$ cat config.mk
export PLATFORM = sky130hd
export DESIGN_NAME = wrr_grant_scheduler
export DESIGN_NICKNAME = d
export VERILOG_FILES = /design/src/rtl/wrr_grant_scheduler.sv
export SDC_FILE = /design/constraint.sdc
export NUM_CORES = 1
export LEC_CHECK = 0
export ABC_AREA = 1
export BUFFER_PORTS_ARGS = -buffer_cell sky130_fd_sc_hd__clkbuf_2
export CORE_ASPECT_RATIO = 0.9
export CORE_UTILIZATION = 40
export DETAILED_ROUTE_END_ITERATION = 7
export PLACE_DENSITY = 0.66
export SYNTH_ARGS = -nofsm -noshare
export SYNTH_HDL_FRONTEND = slang
export SYNTH_SLANG_ARGS = --single-unit
export TNS_END_PERCENT = 10
$ cat constraint.sdc
create_clock -name clk -period 2.1 [get_ports clk]
set_input_delay 0.21 -clock clk [delete_from_list [all_inputs] [get_ports clk]]
set_output_delay 0.21 -clock clk [all_outputs]
set_load 0.1 [all_outputs]
$ cat src/rtl/wrr_grant_scheduler.sv
// wrr_grant_scheduler
//
// Weighted round-robin arbiter for NUM_CLIENTS requesters sharing one
// resource. A granted client keeps the grant for a tenure of up to
// weight[i] cycles (weight 0 counts as 1). The tenure ends early if the
// owner drops its request. At a tenure end the next owner is chosen in
// the same edge, so there is no idle cycle between back-to-back grants.
//
// Ports
//   clk          single clock, rising edge
//   rst          synchronous, active-high reset
//   req          per-client level request
//   weight       client i weight in [i*WEIGHT_W +: WEIGHT_W], sampled at tenure start
//   grant        registered one-hot (or zero) grant
//   grant_valid  |grant, registered
//   grant_idx    index of the granted client, 0 when idle
//   credit       cycles left in the current tenure including this one, 0 when idle
//
// Handshake: req is a level held by the client while it wants the
// resource; grant[i] high means client i owns the resource this cycle.
// There is no separate accept, so a grant seen with req low is simply
// released at the next edge.

module wrr_grant_scheduler #(
    parameter int NUM_CLIENTS = 4,
    parameter int WEIGHT_W    = 4
) (
    input  logic                            clk,
    input  logic                            rst,
    input  logic [NUM_CLIENTS-1:0]          req,
    input  logic [NUM_CLIENTS*WEIGHT_W-1:0] weight,
    output logic [NUM_CLIENTS-1:0]          grant,
    output logic                            grant_valid,
    output logic [$clog2(NUM_CLIENTS)-1:0]  grant_idx,
    output logic [WEIGHT_W-1:0]             credit
);

    localparam int IDX_W = $clog2(NUM_CLIENTS);
    // One extra bit so ptr + offset cannot overflow before the wrap.
    localparam int CW    = IDX_W + 1;

    localparam logic [0:0] IDLE  = 1'b0;
    localparam logic [0:0] OWNED = 1'b1;

    logic [0:0]          state;
    logic [IDX_W-1:0]    ptr;

    logic [WEIGHT_W-1:0] wt [NUM_CLIENTS];

    logic                owner_req;
    logic                tenure_end;
    logic [IDX_W-1:0]    after_owner;
    logic [IDX_W-1:0]    arb_start;
    logic [CW-1:0]       cand;
    logic                win_found;
    logic [IDX_W-1:0]    win_idx;
    logic [WEIGHT_W-1:0] fresh_credit;

    for (genvar g = 0; g < NUM_CLIENTS; g++) begin : g_wt
        assign wt[g] = weight[g*WEIGHT_W +: WEIGHT_W];
    end

    assign owner_req   = req[grant_idx];
    assign tenure_end  = (state == OWNED) && (!owner_req || (credit == WEIGHT_W'(1)));
    assign after_owner = (grant_idx == IDX_W'(NUM_CLIENTS - 1)) ? '0 : grant_idx + 1'b1;

    // While OWNED the only arbitration that matters is the one at tenure
    // end, which searches from owner+1 -- the same value ptr takes at that
    // edge. In IDLE the stored ptr is used.
    assign arb_start = (state == OWNED) ? after_owner : ptr;

    // First set request at arb_start, arb_start+1, ... modulo NUM_CLIENTS.
    always_comb begin
        win_found = 1'b0;
        win_idx   = '0;
        cand      = '0;
        for (int i = 0; i < NUM_CLIENTS; i++) begin
            cand = CW'(arb_start) + CW'(i);
            if (cand >= CW'(NUM_CLIENTS)) begin
                cand = cand - CW'(NUM_CLIENTS);
            end
            if (!win_found && req[cand[IDX_W-1:0]]) begin
                win_found = 1'b1;
                win_idx   = cand[IDX_W-1:0];
            end
        end
    end

    assign fresh_credit = (wt[win_idx] == '0) ? WEIGHT_W'(1) : wt[win_idx];

    always_ff @(posedge clk) begin
        if (rst) begin
            state       <= IDLE;
            ptr         <= '0;
            grant       <= '0;
            grant_valid <= 1'b0;
            grant_idx   <= '0;
            credit      <= '0;
        end else if ((state == IDLE) || tenure_end) begin
            if (tenure_end) begin
                ptr <= after_owner;
            end
            if (win_found) begin
                state       <= OWNED;
                grant       <= NUM_CLIENTS'(1) << win_idx;
                grant_valid <= 1'b1;
                grant_idx   <= win_idx;
                credit      <= fresh_credit;
            end else begin
                state       <= IDLE;
                grant       <= '0;
                grant_valid <= 1'b0;
                grant_idx   <= '0;
                credit      <= '0;
            end
        end else begin
            // Tenure continues: grant held, other requests ignored.
            credit <= credit - WEIGHT_W'(1);
        end
    end

endmodule
# Word level (Yosys, flattened, before mapping)
# Cells that the tools add are included.
# classes
add_sub_neg	9
magnitude_cmp	10
eq_ne	2
shifts	1
muxes	33
bitwise	2
reduce_logical	12
# op_table
cell	count
$mux W4	6
$mux W2	11
$lt A2 B3 Y1 const B	5
$ge A3 B3 Y1 const B	4
$bmux W1 S2	5
$mux W1	10
$bmux W4 S2	1
$sub A2 B1 Y2 const B	4
$add A2 B2 Y3 const B	2
$eq A4 B1 Y1 const B	1
$logic_and A1 B1 Y1	4
$logic_not A1 Y1	4
$logic_not A4 Y1	1
$shl A1 B2 Y4 const A	1
$sub A4 B1 Y4 const B	1
$add A2 B1 Y3 const B	1
$ge A2 B3 Y1 const B	1
$not A2 Y3	1
$add A2 B1 Y2 const B	1
$eq A2 B2 Y1 const B	1
$logic_or A1 B1 Y1	2
$reduce_and A2 Y1	1
$not A1 Y1	1
# totals
register_bits	13
output_inout_bits	11

# Logic depth before layout (Yosys ltp)
# depth
ltp_word	25
depth_mapped	21
mapped_depth_nobuf	20

# Worst setup path after synthesis
# OpenSTA, ideal clock, no wires.
# synth_path
path_type	flip-flop to flip-flop
start	register grant_idx[0]
end	register credit[0]
setup_time_ns	0.067
t_arrival_ns	2.923
required_ns	2.033
setup_slack_ns	-0.891
path_stages_with_launch	22
path_buffers	1
synth_period_minus_slack_ns	2.991
path_cell_list	dfxtp_1 -> ha_1 -> inv_1 -> nand2_1 -> nand2_2 -> nand3_1 -> nand2_4 -> nand2_2 -> nand2_4 -> nor2_1 -> nor2_2 -> nand2_2 -> nand2_2 -> buf_6 -> nand2_1 -> nand2_1 -> nand2_1 -> nand2_1 -> nand3_1 -> nand2_1 -> nand2_1 -> a21oi_2
# synth_via
elab_chain_cells	25
word_cells_on_any_way	55
cone_classes	8 x add/sub; 4 x order compare; 1 x eq/ne; 30 x mux; 1 x bitwise; 11 x reduce/logical
# synth_rtl
item	line	text
start, declared	34	output logic [$clog2(NUM_CLIENTS)-1:0] grant_idx,
start signal, assigned	107	grant_idx <= win_idx;
$add A2 B1 Y2 / $eq A2 B2 Y1 (equally long branches)	65	assign after_owner = (grant_idx == IDX_W'(NUM_CLIENTS - 1)) ? '0 : grant_idx + 1'b1;
$mux W2 (*)	65	
named net after_owner[1]	52	logic [IDX_W-1:0] after_owner;
$mux W2 (*)	70	assign arb_start = (state == OWNED) ? after_owner : ptr;
branches (longest 20 deep; another with $add A2 B1 Y3)	--	
$mux W4 (*)	103	if (win_found) begin
$mux W4 (*)	99	end else if ((state == IDLE) || tenure_end) begin
end signal, assigned	108	credit <= fresh_credit;
end signal, assigned	118	credit <= credit - WEIGHT_W'(1);
end, declared	35	output logic [WEIGHT_W-1:0] credit
# Mark *: on every way through the listed nets, which the timed path passes. The select of a mux whose other input is x is not followed.
# A chain may end at the register's enable or synchronous reset.

# Worst setup path after layout
# layout_path
start	register grant_idx[0]
end	register credit[0]
# layout_via
elab_chain_cells	25
word_cells_on_any_way	55
cone_classes	8 x add/sub; 4 x order compare; 1 x eq/ne; 30 x mux; 1 x bitwise; 11 x reduce/logical
# layout_rtl
item	line
branches (longest 24 deep; another with $add A2 B1 Y3)	--
$mux W4 (*)	99
# Every way passes the cells marked *. The select of a mux whose other input is x is not followed.

==> results.cfg <==
[detailed_routing]
drc_errors = 0
wl_per_cell_um = 10.68
first_pass_iters = 4
ant_nets = 0
first_iter_violations = 95
via_per_inst = 4.785
via_count = 1378
postRouteWirelength_um = 3076

[setup_path]
crit_start = grant_idx[0]
cp.required_ns = 2.32
critical_path_class = register to register
startpoint_type = register
crit_arrival_ns = 2.42
crit-reg2reg-launch = grant_idx[0]
crit_path_max_fanout = 9
cp-end-kind = register

[flow_run]
cap_violations = 0

[global_route]
grt_max_degree = 14
grt_pass1_wl_um = 4926
antenna_found_initial = 0
grt.total_usage_pct = 20.15
grt_pass1_vias = 1136
grt-ovfl-total = 0

[clocking]
clockBufferDepth = 2
hold_buffers = 0
clock-sinks = 13
cts_buffers = 3
h-tree-depth = 1
clock-root-buffer = clkbuf_4
cts_setup_buffers = 0
cts_tree = yes
path_clk_slew_ns = 0.08
clk_latency_ns = 0.28

[sta]
fin_crit_sh_pct = 104.7
final-hold-violation-count = 0
fin_crit_ns = 2.199
fin_ws_ns = -0.09944
setup_viol = 3
slew_violations = 0
finalHoldWorstSlack_ns = 0.2610
clock_skew_ns = 0.0007318
tightest_slew_ns = 0.5470
fmax_mhz = 454.7
rsz0062_at_grt = yes
relSlewSlack_pct = 63.69

[finish]
layout_common_cells = 49 x nand2_1, 32 x clkbuf_2, 27 x nand3_1, 22 x buf_4, 15 x nor2_1
layout.nets = 274
drive_gt1_share_pct = 39.52
layout_commonest_cell = nand2_1
diodes = 0
area_growth_syn_to_layout_pct = 38.22
design_area_um2 = 1688
fin_util_pct = 59.96

[die]
die_area_um2 = 3278
core_area_um2 = 2815
row_count = 18
die_x_um = 60.24
initial_core_util_pct = 43.38
ioPinCount = 33
die_h_um = 54.42

[hold_path]
hp-class = input pin to register
holdCritStartpoint = rst

[synth]
async_reset_ff_share_pct = 0
synth_top_area_share_pct = 21.31
synth_area_um2 = 1221
synth_cell_types = 30
synth_ff_type = dfxtp_1
synth_area_leader_cell = dfxtp_1
syn_nets = 219
synth-edff-count = 0
yosysWarnings = 0
synth-seq-cells = 13
avgSynthCellArea_um2 = 6.295
synth_top_cells_by_area = dfxtp_1 21%, nand2_1 15%, nand3_1 13%
yosysSeqAreaShare_pct = 21.31
netlist_instances = 194

[outcome]
failed_checks = negative setup slack
status = finished, violations left

[placed_design]
placed_area_um2 = 1612
gp_congestion = 0.9112
dp_hpwl_um = 2465
numPortBuffers = 32
[metrics by stage]
step	worst slack (ns)	instances	setup TNS, ns
2_1_floorplan	-0.1729	194	-0.6191
3_3_place_gp	-0.1790	284	-0.3492
3_5_place_dp	-0.1511	284	-0.2973
4_1_cts	-0.1114	288	-0.2400
5_1_grt	-0.3261	288	-1.143
6_report	-0.09944	288	-0.1736
[layout make-up]
cell class	count	area [um^2]
inverter	16	62.56
tap	40	50.05
fill	298	1127
clock buffer	4	26.28
multi-input combinational	160	930.9
timing repair buffer	55	345.3
sequential	13	272.8
[sequential cells by signal, indices dropped and copies added, names as in the netlist]
name	flops
credit	4
grant	4
grant_idx	2
ptr	2
state	1
[synthesized netlist by cell type, drive strengths merged (2+ instances only)]
cell,instances
nand2,68
inv,16
a21oi,12
o21ai,12
buf,3
nor2,21
dfxtp,13
nand4,4
nand3b,2
nand3,32
clkbuf,2
ha,3
or2,2
[path summary, 6_finish.rpt]
check	slack, ns	depth (start not counted)	end
setup / recovery	-0.1	19	credit[0]
hold / removal	0.26	2	credit[0]
setup reg to reg	-0.1	19	credit[0]
hold reg to reg	0.47	2	grant[0]
[cells by family (layout without fill, tap and decap cells)]
family	count (synthesis)	in the layout	share of synthesized area, %
and+or+nand+nor	130	130	55.22
AOI/OAI and AO/OA	26	26	11.68
xor gates and xnor gates	1	1	0.7173
DFF	13	13	21.31
buffers and inverters	21	75	7.992
adders and majority gates	3	3	3.074
[repair_timing]
action / CTS / global route
pin swaps: 1 / 1
endpoints found under the setup margin: 4 / 9
gates resized for setup: 2 / 12
[layer usage]
metal / GRT usage, % / vias up / share of wire, %
li1: - / 745 / -
met1: 30.69 / 585 / 52
met2: 29.30 / 48 / 43
met3: 4.255 / 0 / 5.1
met4: 2.326 / 0 / 0
met5: 0 / - / 0
[critical path, cell delays in order, from the launching register on]
cell      delay [ns]
dfxtp_4         0.37
ha_4            0.16
nor2_4          0.14
nand2_8         0.10
nand2_8         0.11
nand2_2         0.06
nand2_2         0.08
nand2_2         0.07
nand2_4         0.10
nand4_1         0.12
nand2_2         0.12
buf_4           0.12
nand3b_1        0.06
nand2_1         0.07
nand2_1         0.07
nand2_1         0.07
nand3_1         0.07
nand2_1         0.07
nand2_1         0.06
a21oi_2         0.10
Power is left out: the tool's default activity adds up to more than one toggle a clock period on the data nets, which glitch-free logic cannot reach.
